--- src/rtl/mmc1_serial_writer.sv ---
// Drives NES CPU-bus write cycles that load an MMC1 mapper register serially:
// five LSB-first data writes, or a single shift-register reset write.
module mmc1_serial_writer #(
   parameter int unsigned M2_HALF = 2,
   parameter int unsigned GAP_CYC = 1
) (
   input  logic       ck,
   input  logic       res,
   input  logic       req_valid,
   input  logic [1:0] req_reg,
   input  logic [4:0] req_data,
   input  logic       req_rst,
   output logic       req_ready,
   output logic       done,
   output logic       m2,
   output logic       cpu_rw_n,
   output logic       romsel_n,
   output logic       cpu_a14,
   output logic       cpu_a13,
   output logic       cpu_d0,
   output logic       cpu_d7
);
   localparam int unsigned PH_N = 2 * M2_HALF;
   localparam int unsigned PW = $clog2(PH_N);
   localparam int unsigned GW = (GAP_CYC > 1) ? $clog2(GAP_CYC) : 1;
   localparam logic [PW-1:0] PH_LAST = PW'(PH_N - 1);
   localparam logic [PW-1:0] PH_HIGH = PW'(M2_HALF);
   localparam logic [GW-1:0] GAP_LAST = GW'(GAP_CYC - 1);

   typedef enum logic [1:0] {S_IDLE, S_WAIT, S_WRITE, S_GAP} state_t;

   state_t        state, st_nx;
   logic [PW-1:0] ph, ph_nx;
   logic [2:0]    bitc, bit_nx;
   logic [GW-1:0] gapc, gap_nx;
   logic [1:0]    lat_reg, reg_nx;
   logic [4:0]    lat_data, data_nx;
   logic          lat_rst, rst_nx;
   logic          wrap, accept, done_nx, m2_nx;
   logic          rw_nx, rs_nx, a14_nx, a13_nx, d0_nx, d7_nx;

   always_comb begin
      wrap    = (ph == PH_LAST);
      ph_nx   = wrap ? '0 : ph + 1'b1;
      st_nx   = state;
      bit_nx  = bitc;
      gap_nx  = gapc;
      done_nx = 1'b0;
      accept  = (state == S_IDLE) && req_valid && req_ready;
      reg_nx  = accept ? req_reg  : lat_reg;
      data_nx = accept ? req_data : lat_data;
      rst_nx  = accept ? req_rst  : lat_rst;

      case (state)
         S_IDLE: begin
            if (accept) begin
               st_nx  = wrap ? S_WRITE : S_WAIT;
               bit_nx = '0;
            end
         end
         S_WAIT: begin
            if (wrap) st_nx = S_WRITE;
         end
         S_WRITE: begin
            if (wrap) begin
               if (lat_rst || bitc == 3'd4) begin
                  st_nx   = S_IDLE;
                  done_nx = 1'b1;
               end else begin
                  st_nx  = S_GAP;
                  gap_nx = '0;
               end
            end
         end
         S_GAP: begin
            if (wrap) begin
               if (gapc == GAP_LAST) begin
                  st_nx  = S_WRITE;
                  bit_nx = bitc + 3'd1;
               end else begin
                  gap_nx = gapc + 1'b1;
               end
            end
         end
         default: st_nx = S_IDLE;
      endcase

      // Bus pins are derived from the next state/phase so they change on the same edge.
      m2_nx  = (ph_nx >= PH_HIGH);
      rw_nx  = 1'b1;
      rs_nx  = 1'b1;
      a14_nx = 1'b0;
      a13_nx = 1'b0;
      d0_nx  = 1'b0;
      d7_nx  = 1'b0;
      if (st_nx == S_WRITE) begin
         rw_nx  = 1'b0;
         rs_nx  = ~m2_nx;
         a14_nx = reg_nx[1];
         a13_nx = reg_nx[0];
         d0_nx  = rst_nx ? 1'b0 : data_nx[bit_nx];
         d7_nx  = rst_nx;
      end else if (st_nx == S_GAP) begin
         a14_nx = reg_nx[1];
         a13_nx = reg_nx[0];
      end
   end

   always_ff @(posedge ck) begin
      if (res) begin
         state     <= S_IDLE;
         ph        <= '0;
         bitc      <= '0;
         gapc      <= '0;
         lat_reg   <= '0;
         lat_data  <= '0;
         lat_rst   <= 1'b0;
         req_ready <= 1'b1;
         done      <= 1'b0;
         m2        <= 1'b0;
         cpu_rw_n  <= 1'b1;
         romsel_n  <= 1'b1;
         cpu_a14   <= 1'b0;
         cpu_a13   <= 1'b0;
         cpu_d0    <= 1'b0;
         cpu_d7    <= 1'b0;
      end else begin
         state     <= st_nx;
         ph        <= ph_nx;
         bitc      <= bit_nx;
         gapc      <= gap_nx;
         lat_reg   <= reg_nx;
         lat_data  <= data_nx;
         lat_rst   <= rst_nx;
         req_ready <= (st_nx == S_IDLE);
         done      <= done_nx;
         m2        <= m2_nx;
         cpu_rw_n  <= rw_nx;
         romsel_n  <= rs_nx;
         cpu_a14   <= a14_nx;
         cpu_a13   <= a13_nx;
         cpu_d0    <= d0_nx;
         cpu_d7    <= d7_nx;
      end
   end
endmodule

--- config.mk ---
export PLATFORM = sky130hd
export DESIGN_NAME = mmc1_serial_writer
export DESIGN_NICKNAME = d
export VERILOG_FILES = /design/src/rtl/mmc1_serial_writer.sv
export SDC_FILE = /design/constraint.sdc
export NUM_CORES = 1
export LEC_CHECK = 0
export CORE_UTILIZATION = 45
export CTS_CLUSTER_SIZE = 20
export DETAILED_ROUTE_END_ITERATION = 6
export PLACE_DENSITY_LB_ADDON = 0.3
export SYNTH_ARGS = -nofsm -noshare
export SYNTH_HDL_FRONTEND = slang
export SYNTH_SLANG_ARGS = --single-unit
--- constraint.sdc ---
create_clock -name ck -period 4.85 [get_ports ck]
set_input_delay 0.7275 -clock ck [delete_from_list [all_inputs] [get_ports ck]]
set_output_delay 0.7275 -clock ck [all_outputs]
set_load 0.01 [all_outputs]
==> results of run 1 <==
==> worst reg2reg max path, delay by kind of cell, from the launching register on <==
kind / cells / cell delay [ns]
compound gates: 4 / 0.94
fa+ha+maj: 1 / 0.30
buf+inv: 1 / 0.12
flops: 1 / 0.46
simple gates: 1 / 0.23
==> worst paths after layout <==
check / end / cells past startpoint / slack (ns)
worst max-delay path: cpu_d0 / 6 / 2.72
worst max register to register: cpu_d0 / 7 / 2.73
worst min-delay path: ph[0] / 1 / 0.44
worst min register to register: ph[0] / 1 / 0.44
==> power groups by stage <==
stage | Combinational (uW) | Clock, uW | Sequential [uW]
finish | 191 | 86.7 | 230
global route | 210 | 99.2 | 232
detailed placement | 190 | 0 | 234
global placement | 186 | 0 | 232
floorplan | 151 | 0 | 233
CTS | 192 | 92.0 | 230
==> metal layers <==
metal  track usage [%]  vias to the layer above
met5                 0                        -
met4              5.86                        0
met3              6.43                        5
met2              28.6                       12
met1              19.9                      372
li1                  -                      416
==> layout make-up <==
cell class | instances | area, sq um
Clock buffer | 4 | 26.3
Tap cell | 28 | 35.0
Sequential cell | 23 | 460
Fill cell | 189 | 938
Multi-Input combinational cell | 73 | 599
Timing Repair Buffer | 19 | 190
Inverter | 7 | 26.3
==> cell usage in the layout (no fill, tap or decap), drive strengths merged, types with 2 or more instances in the layout <==
cell,n
o2bb2ai,2
mux2i,7
nor2,14
and2b,2
clkbuf,4
and2,3
nand2,2
ha,8
mux2,3
inv,7
nand3,4
clkdlybuf4s50,19
dfxtp,23
o21ai,2
a21oi,3
nor3,3
nor2b,3
==> cell families (layout without fill, tap and decap cells) <==
group	Yosys count	after routing	share of synthesized area [%]
compound gates	17	17	15.6
fa+ha+maj	8	8	9.00
buf+inv	10	30	4.72
flops	23	23	41.4
mux	10	10	9.34
simple gates	38	38	19.9
==> stage by stage <==
step	utilization [%]	cells	instance area, sq um	hold slack (ns)
finish	58.8	154	1340	0.444
global route	58.8	154	1340	0.475
CTS	58.8	154	1340	0.452
detailed placement	57.6	150	1310	0.434
global placement	57.6	150	1310	0.415
floorplan	-	106	1110	0.404
==> out/metrics.cfg, run 1 <==
[routing]
drtIter0Drc=6
ant_nets=0
drt-met1-wl_microns=923
top_layer=met4
vias_per_cell=5.23
dr_wl_met3_microns=71
via_count=805
routed_wl_mm=1.98
route.detailed.drc=0
wire_per_inst_microns=12.8
first_pass_iters=3
routed-wl-met2_microns=955

[clock_network]
cts_resized=0
insertion_delay_ns=0.31
cts_buffers=3
cts_tree=yes
cts_setup_buffers=0
cts_htree_levels=1
clockRootBuffer=clkbuf_4
cts.clk_slew.worst_paths_ns=0.12
clockBufferDepth=2
postCtsHoldBufs=0
cts_sinks=23

[logic_synthesis]
netlist_area_sq_mm=0.00111
yosysSeqAreaShare_pct=41.4
yosys-top-cells-count=dfxtp_1 (23), nor2_1 (14), ha_1 (8)
synth_edf_count=0
synth_most_common_cell=dfxtp_1
ys_seq_elements=23
synth_area_leader_cell=dfxtp_1
synth_nets=125
ys.flop_type=dfxtp_1
synth.top_cells.by_area=dfxtp_1 (41%), ha_1 (9.0%), mux2i_1 (6.3%)
avgSynthCellArea_sq_um=10.5
yosysWarningCount=0
ys_types=40
synthCells=106
synth_top_area_share_pct=41.4
async_reset_ff_share_pct=0

[critical_path]
critPathRequiredTime_ns=5.08
critPathTopFamily=compound AO/OA/AOI/OAI gates
cp-start-kind=input port
cp.arrival_ns=2.37
setup.worst_path.start=req_valid
crit_type=in -> reg
critPathSlowestCell=clkdlybuf4s50_1
r2r-start=state[0]
path_buf_inv=1
slowest_delay_ns=0.52
setup.worst_path.end_class=flip-flop
crit_path_cell_trace=clkdlybuf4s50_1 > nand3_2 > a32o_2 > o2bb2ai_4 > nand3b_4 > a311oi_2
cp_max_fo=10

[cells_and_area]
nets=146
drive_above_1_share_pct=13.5
largest_reg_flops=5
regMostFlops=lat_data
area_growth_pct=20.2
reg.largest.list=lat_data: 5 flops, bitc: 3 flops
insertedDiodeCount=0

[sta]
setup_tns_ns=0
slew_violations=0
min_period_ns=2.13
rsz0062_at_grt=no
max_freq_mhz=469
post-route-period-util_pct=44.0
hold_viol=0
finalSetupViolations=0
skew_ns=0.00229
setup_slack_ns=2.72
slew-limit-headroom_pct=61.6
tightest_slew_ns=0.573

[grt]
grt_usage_pct=17.1
grt_max_degree=18
grt_pass1_wl_mm=3.33
overflow=0
grt_pass1_vias=782
grt_antenna_before_repair=0

[die]
die_w_microns=51.7
fp.dieArea_sq_mm=0.00267
core_sq_mm=0.00228
ios=20
start_util_pct=48.9
fp.dieH_microns=51.7
rows=17

[hold_path]
hold_path.class=reg -> reg
hold_path.startpoint=ph[0]

[placed_design]
pre_cts_slack_ns=2.39
dp.final_hpwl_mm=1.50
routabilityCongestion=0.796
port_buffers=19

[status]
outcome=completed

[pwr]
ir_drop_mv=0.227
powerDensity_mw_per_mm2=379
p_clk_share_pct=17.1
swShare_pct=34.3
internal_power_uw=333
leakagePower_uw=0.000563
p_switching_uw=174
finalPower_uw=507
seqPwrFrac_pct=45.3
p_comb_share_pct=37.6

[flow_run]
cap_viol_max_count=0

Note: power is estimated with default switching activity, not from simulation.
==> inputs of run 2 (changes only) <==
==> constraint.sdc (replaced) <==
create_clock -name ck -period 2.1 [get_ports ck]
set_input_delay 0.315 -clock ck [delete_from_list [all_inputs] [get_ports ck]]
set_output_delay 0.315 -clock ck [all_outputs]
set_load 0.01 [all_outputs]
==> out/metrics.cfg, run 2 (same netlist as run 1, synthesis figures left out) <==
[status]
outcome=completed

[cells_and_area]
area_growth_pct=24.4
layout_commonest_cell=dfxtp_1
fill_cells=195  ; +3.2%
drive_above_1_share_pct=18.2  ; +4.7 points
final_cell_mix=dfxtp_1 (23), clkdlybuf4s50_1 (19), nor2_1 (14), ha_1 (8), mux2i_1 (7)
largest_reg_flops=5  ; unchanged
reg.largest.list=lat_data: 5 flops, bitc: 3 flops
post-route-util_pct=60.8  ; +2.0 points
regArea_sq_um=460  ; unchanged
insertedDiodeCount=0  ; unchanged
regMostFlops=lat_data
multiInputGateArea_sq_um=599  ; unchanged
nets=152  ; +4.1%

[critical_path]
cp_max_fo=7  ; -3
cp.arrival_ns=2.21  ; -0.16 ns
crit_type=reg -> reg
crit_path_cell_trace=inv_1 > ha_1 > a21boi_1 > or2_1 > a22oi_2 > o2111ai_1 > a311oi_2
r2r_setup_slack_ns=0.13  ; -2.60 ns
cp-start-kind=flip-flop
critPathSlowestCell=dfxtp_1
setup.worst_path.end_class=flip-flop
slowest_delay_ns=0.36  ; -0.16 ns
critPathRequiredTime_ns=2.33  ; -2.75 ns
r2r.worst_path.cells=7  ; unchanged

[clock_network]
cts_htree_levels=1  ; unchanged
clockRootBuffer=clkbuf_4
cts_buffers=3  ; unchanged
insertion_delay_ns=0.31  ; about the same
postCtsHoldBufs=0  ; unchanged
cts_tree=yes
cts.clk_slew.worst_paths_ns=0.13  ; about the same
clockBufferDepth=2  ; unchanged
cts_sinks=23  ; unchanged

[routing]
route.detailed.drc=0  ; unchanged
via_count=857  ; +6.5%
first_pass_iters=4  ; +1
vias_per_cell=5.36  ; +2.5%
routed_wl_mm=2.23  ; +13%
ant_nets=0  ; unchanged
wire_per_inst_microns=14.0  ; +8.6%
drtIter0Drc=1  ; -5

[die]
start_util_pct=48.9  ; unchanged
die_w_microns=51.7  ; unchanged
core_sq_mm=0.00228  ; unchanged
fp.dieH_microns=51.7  ; unchanged
fp.dieArea_sq_mm=0.00267  ; unchanged
rows=17  ; unchanged
ios=20  ; unchanged

[placed_design]
routabilityCongestion=0.792  ; -0.55%
dp.final_hpwl_mm=1.75  ; +16%
pre_cts_slack_ns=0.0834  ; -2.31 ns
port_buffers=19  ; unchanged

[grt]
grt_usage_pct=19.3  ; +2.2 points
grt_pass1_vias=873  ; +12%
overflow=0  ; unchanged
grt_pass1_wl_mm=3.64  ; +9.6%
grt_max_degree=14  ; -4
grt_antenna_before_repair=0  ; unchanged

[pwr]
ir_drop_mv=0.406  ; +79%
finalPower_uw=1210  ; +140%
powerDensity_mw_per_mm2=877  ; +130%
leakagePower_uw=0.000597  ; +6.0%

[hold_path]
hold_path.class=reg -> reg
holdPathStages=1  ; unchanged

[sta]
skew_ns=0.00160  ; -0.000686 ns
finalSetupViolations=0  ; unchanged
slew-limit-headroom_pct=67.5  ; +5.9 points
min_period_ns=1.97
rsz0062_at_grt=yes
hold_viol=0  ; unchanged
slew_violations=0  ; unchanged
max_freq_mhz=506
post-route-period-util_pct=94.0
setup_slack_ns=0.125  ; -2.59 ns
whs_ns=0.450  ; +0.00546 ns
tightest_slew_ns=0.486  ; -0.0876 ns

[flow_run]
cap_viol_max_count=0  ; unchanged

[run 2: through the flow]
step / area [sq um] / cells / setup TNS (ns)
final: 1380 / 160 / 0
after global routing: 1380 / 160 / -0.0409
after CTS: 1370 / 158 / 0
after detailed placement: 1340 / 154 / 0
after global placement: 1340 / 154 / 0
after floorplan: 1110 / 106 / 0
[run 2: worst paths after layout]
path            end     start
max          cpu_d0  state[0]
min           ph[0]     ph[0]
max reg2reg  cpu_d0  state[0]
min reg2reg   ph[0]     ph[0]
[run 2: timing repair]
action                     in CTS  in global routing
setup endpoints to repair       0                  3
setup buffers                   0                  2
gates resized for setup         0                  1
[run 2: where the power goes]
| part | internal [uW] | switching, uW |
|---|---|---|
| combinational | 230 | 262 |
| sequential | 491 | 26.9 |
| clock | 71.1 | 133 |
| total | 791 | 422 |
[run 2: final cells by class]
type	instances	share of cell area, %
Clock buffer	3	1.63
Clock inverter	1	0.362
Inverter	7	1.90
Multi-Input combinational cell	73	43.3
Sequential cell	23	33.3
Tap cell	28	2.53
Timing Repair Buffer	25	17.0
[run 2: layer usage]
metal	part of all wire (%)	global-route usage (%)
met1	41	20.6
met2	55	35.5
met3	2.4	3.51
met4	1.5	10.4
met5	0	0
[run 2: worst max-delay path, delay by kind of cell, from the launching register on]
family | cells | cell delay [ns]
AOI/OAI and AO/OA | 4 | 0.90
DFF | 1 | 0.36
and+or+nand+nor | 1 | 0.28
adders and majority gates | 1 | 0.29
buffers and inverters | 1 | 0.07
==> inputs of run 3 (changes only) <==
--- a/config.mk
+++ b/config.mk
@@ -5,10 +5,14 @@
 export SDC_FILE = /design/constraint.sdc
 export NUM_CORES = 1
 export LEC_CHECK = 0
-export CORE_UTILIZATION = 45
+export CELL_PAD_IN_SITES_DETAIL_PLACEMENT = 1
+export CELL_PAD_IN_SITES_GLOBAL_PLACEMENT = 1
+export CORE_UTILIZATION = 39
 export CTS_CLUSTER_SIZE = 20
 export DETAILED_ROUTE_END_ITERATION = 6
+export MAX_ROUTING_LAYER = met4
 export PLACE_DENSITY_LB_ADDON = 0.3
+export SKIP_CTS_REPAIR_TIMING = 1
 export SYNTH_ARGS = -nofsm -noshare
 export SYNTH_HDL_FRONTEND = slang
 export SYNTH_SLANG_ARGS = --single-unit
==> out/metrics.cfg, run 3 (same netlist as run 1, synthesis figures left out) <==
[status]
outcome=completed

[sta]
max_freq_mhz=524  ; +3.4%
post-route-period-util_pct=91.0  ; -3.1 points
setup_slack_ns=0.190  ; +0.0647 ns
finalSetupViolations=0  ; unchanged
skew_ns=0.00959  ; +0.00798 ns
rsz0062_at_grt=no
slew_violations=0  ; unchanged
setup_tns_ns=0  ; unchanged
hold_viol=0  ; unchanged
min_period_ns=1.91  ; -0.0647 ns
slew-limit-headroom_pct=76.8  ; +9.3 points
tightest_slew_ns=0.344  ; -0.142 ns

[cells_and_area]
multiInputGateArea_sq_um=599  ; unchanged
largest_reg_flops=5  ; unchanged
insertedDiodeCount=0  ; unchanged
final_area_sq_mm=0.00140  ; +1.4%
regArea_sq_um=460  ; unchanged
layout_commonest_cell=dfxtp_1
fill_cells=314  ; +61%
area_growth_pct=26.1
drive_above_1_share_pct=19.4  ; +1.2 points
nets=154  ; +1.3%
regMostFlops=lat_data
final_cell_mix=dfxtp_1 (23), clkdlybuf4s50_1 (19), nor2_1 (14), ha_1 (8), buf_4 (8)
post-route-util_pct=51.3  ; -9.5 points
reg.largest.list=lat_data: 5 flops, bitc: 3 flops

[grt]
grt_antenna_before_repair=0  ; unchanged
grt_usage_pct=19.0  ; -0.32 points
grt_max_degree=14  ; unchanged
grt_pass1_vias=968  ; +11%
grt_pass1_wl_mm=4.44  ; +22%
overflow=0  ; unchanged

[pwr]
ir_drop_mv=0.492  ; +21%
powerDensity_mw_per_mm2=884  ; +0.76%
leakagePower_uw=0.000604  ; +1.2%

[clock_network]
insertion_delay_ns=0.31  ; about the same
cts_sinks=23  ; unchanged
cts_htree_levels=1  ; unchanged
cts_buffers=3  ; unchanged
clockRootBuffer=clkbuf_4
cts.clk_slew.worst_paths_ns=0.13  ; about the same
clockBufferDepth=2  ; unchanged
cts_tree=yes

[critical_path]
crit_type=reg -> reg
slowest_delay_ns=0.36  ; about the same
cp_max_fo=5  ; -2
r2r.worst_path.cells=7  ; unchanged
path_buf_inv=1  ; unchanged
critPathRequiredTime_ns=2.33  ; about the same
cp-start-kind=flip-flop
cp.depth=7  ; unchanged
critPathSlowestCell=dfxtp_1
cp.arrival_ns=2.14  ; -0.07 ns
critPathTopFamily=compound AO/OA/AOI/OAI gates
crit_path_cell_trace=inv_1 > ha_1 > and4b_1 > a31oi_2 > and2_1 > o2111ai_1 > a311oi_2
setup.worst_path.end_class=flip-flop

[routing]
first_pass_iters=3  ; -1
wire_per_inst_microns=15.3  ; +9.4%
drtIter0Drc=11  ; +10
routed_wl_mm=2.52  ; +13%
ant_nets=0  ; unchanged
vias_per_cell=5.33  ; -0.54%
route.detailed.drc=0  ; unchanged
via_count=879  ; +2.6%

[placed_design]
routabilityCongestion=0.792  ; about the same
placed_area_sq_mm=0.00138  ; +2.5%
port_buffers=19  ; unchanged
pre_cts_slack_ns=0.0756  ; -0.00772 ns
dp.final_hpwl_mm=2.03  ; +16%

[hold_path]
hold_path.class=reg -> reg
holdPathStages=1  ; unchanged

[die]
ios=20  ; unchanged
fp.dieH_microns=55.4  ; +7.1%
fp.dieArea_sq_mm=0.00307  ; +15%
core_sq_mm=0.00273  ; +20%
die_w_microns=55.4  ; +7.1%
start_util_pct=40.7  ; -8.2 points
rows=19  ; +2

[flow_run]
cap_viol_max_count=0  ; unchanged

run 3: cell types whose count changed in the layout (fill, tap and decap cells not counted):
cell,change
buf_4,+2
o21ai_0,+1
o21ai_1,-1
run 3: final timing paths:
check | from | to | slack, ns
hold reg to reg | ph[0] | ph[0] | 0.46
setup reg to reg | state[0] | cpu_d0 | 0.19
setup / recovery | state[0] | cpu_d0 | 0.19
hold / removal | ph[0] | ph[0] | 0.46
run 3: metrics by stage:
| step | instances | total power, uW | hold slack (ns) |
|---|---|---|---|
| after global placement | 161 | 1010 | 0.414 |
| after CTS | 165 | 1250 | 0.465 |
| after floorplan | 106 | 886 | 0.387 |
| after detailed placement | 161 | 1040 | 0.446 |
| after global routing | 165 | 1320 | 0.482 |
| final | 165 | 1240 | 0.459 |
run 3: layout make-up:
cell class | count | area share (%)
sequential | 23 | 32.8
clock inverter | 1 | 0.357
timing repair buffer | 27 | 17.8
tap | 31 | 2.77
multi-input combinational | 73 | 42.7
inverter | 7 | 1.87
clock buffer | 3 | 1.61
run 3: metal layers:
metal / up-vias / GRT usage, % / share of wire (%)
li1: 429 / - / -
met1: 434 / 21.2 / 43
met2: 12 / 34.3 / 54
met3: 4 / 3.04 / 2.0
met4: 0 / 6.07 / 1.5
met5: - / - / 0
run 3: report_power, final:
part | leakage (uW) | internal [uW] | switching (uW)
Sequential | 0.000188 | 491 | 31.1
Combinational | 0.000399 | 238 | 267
Clock | 0.0000177 | 71.0 | 141
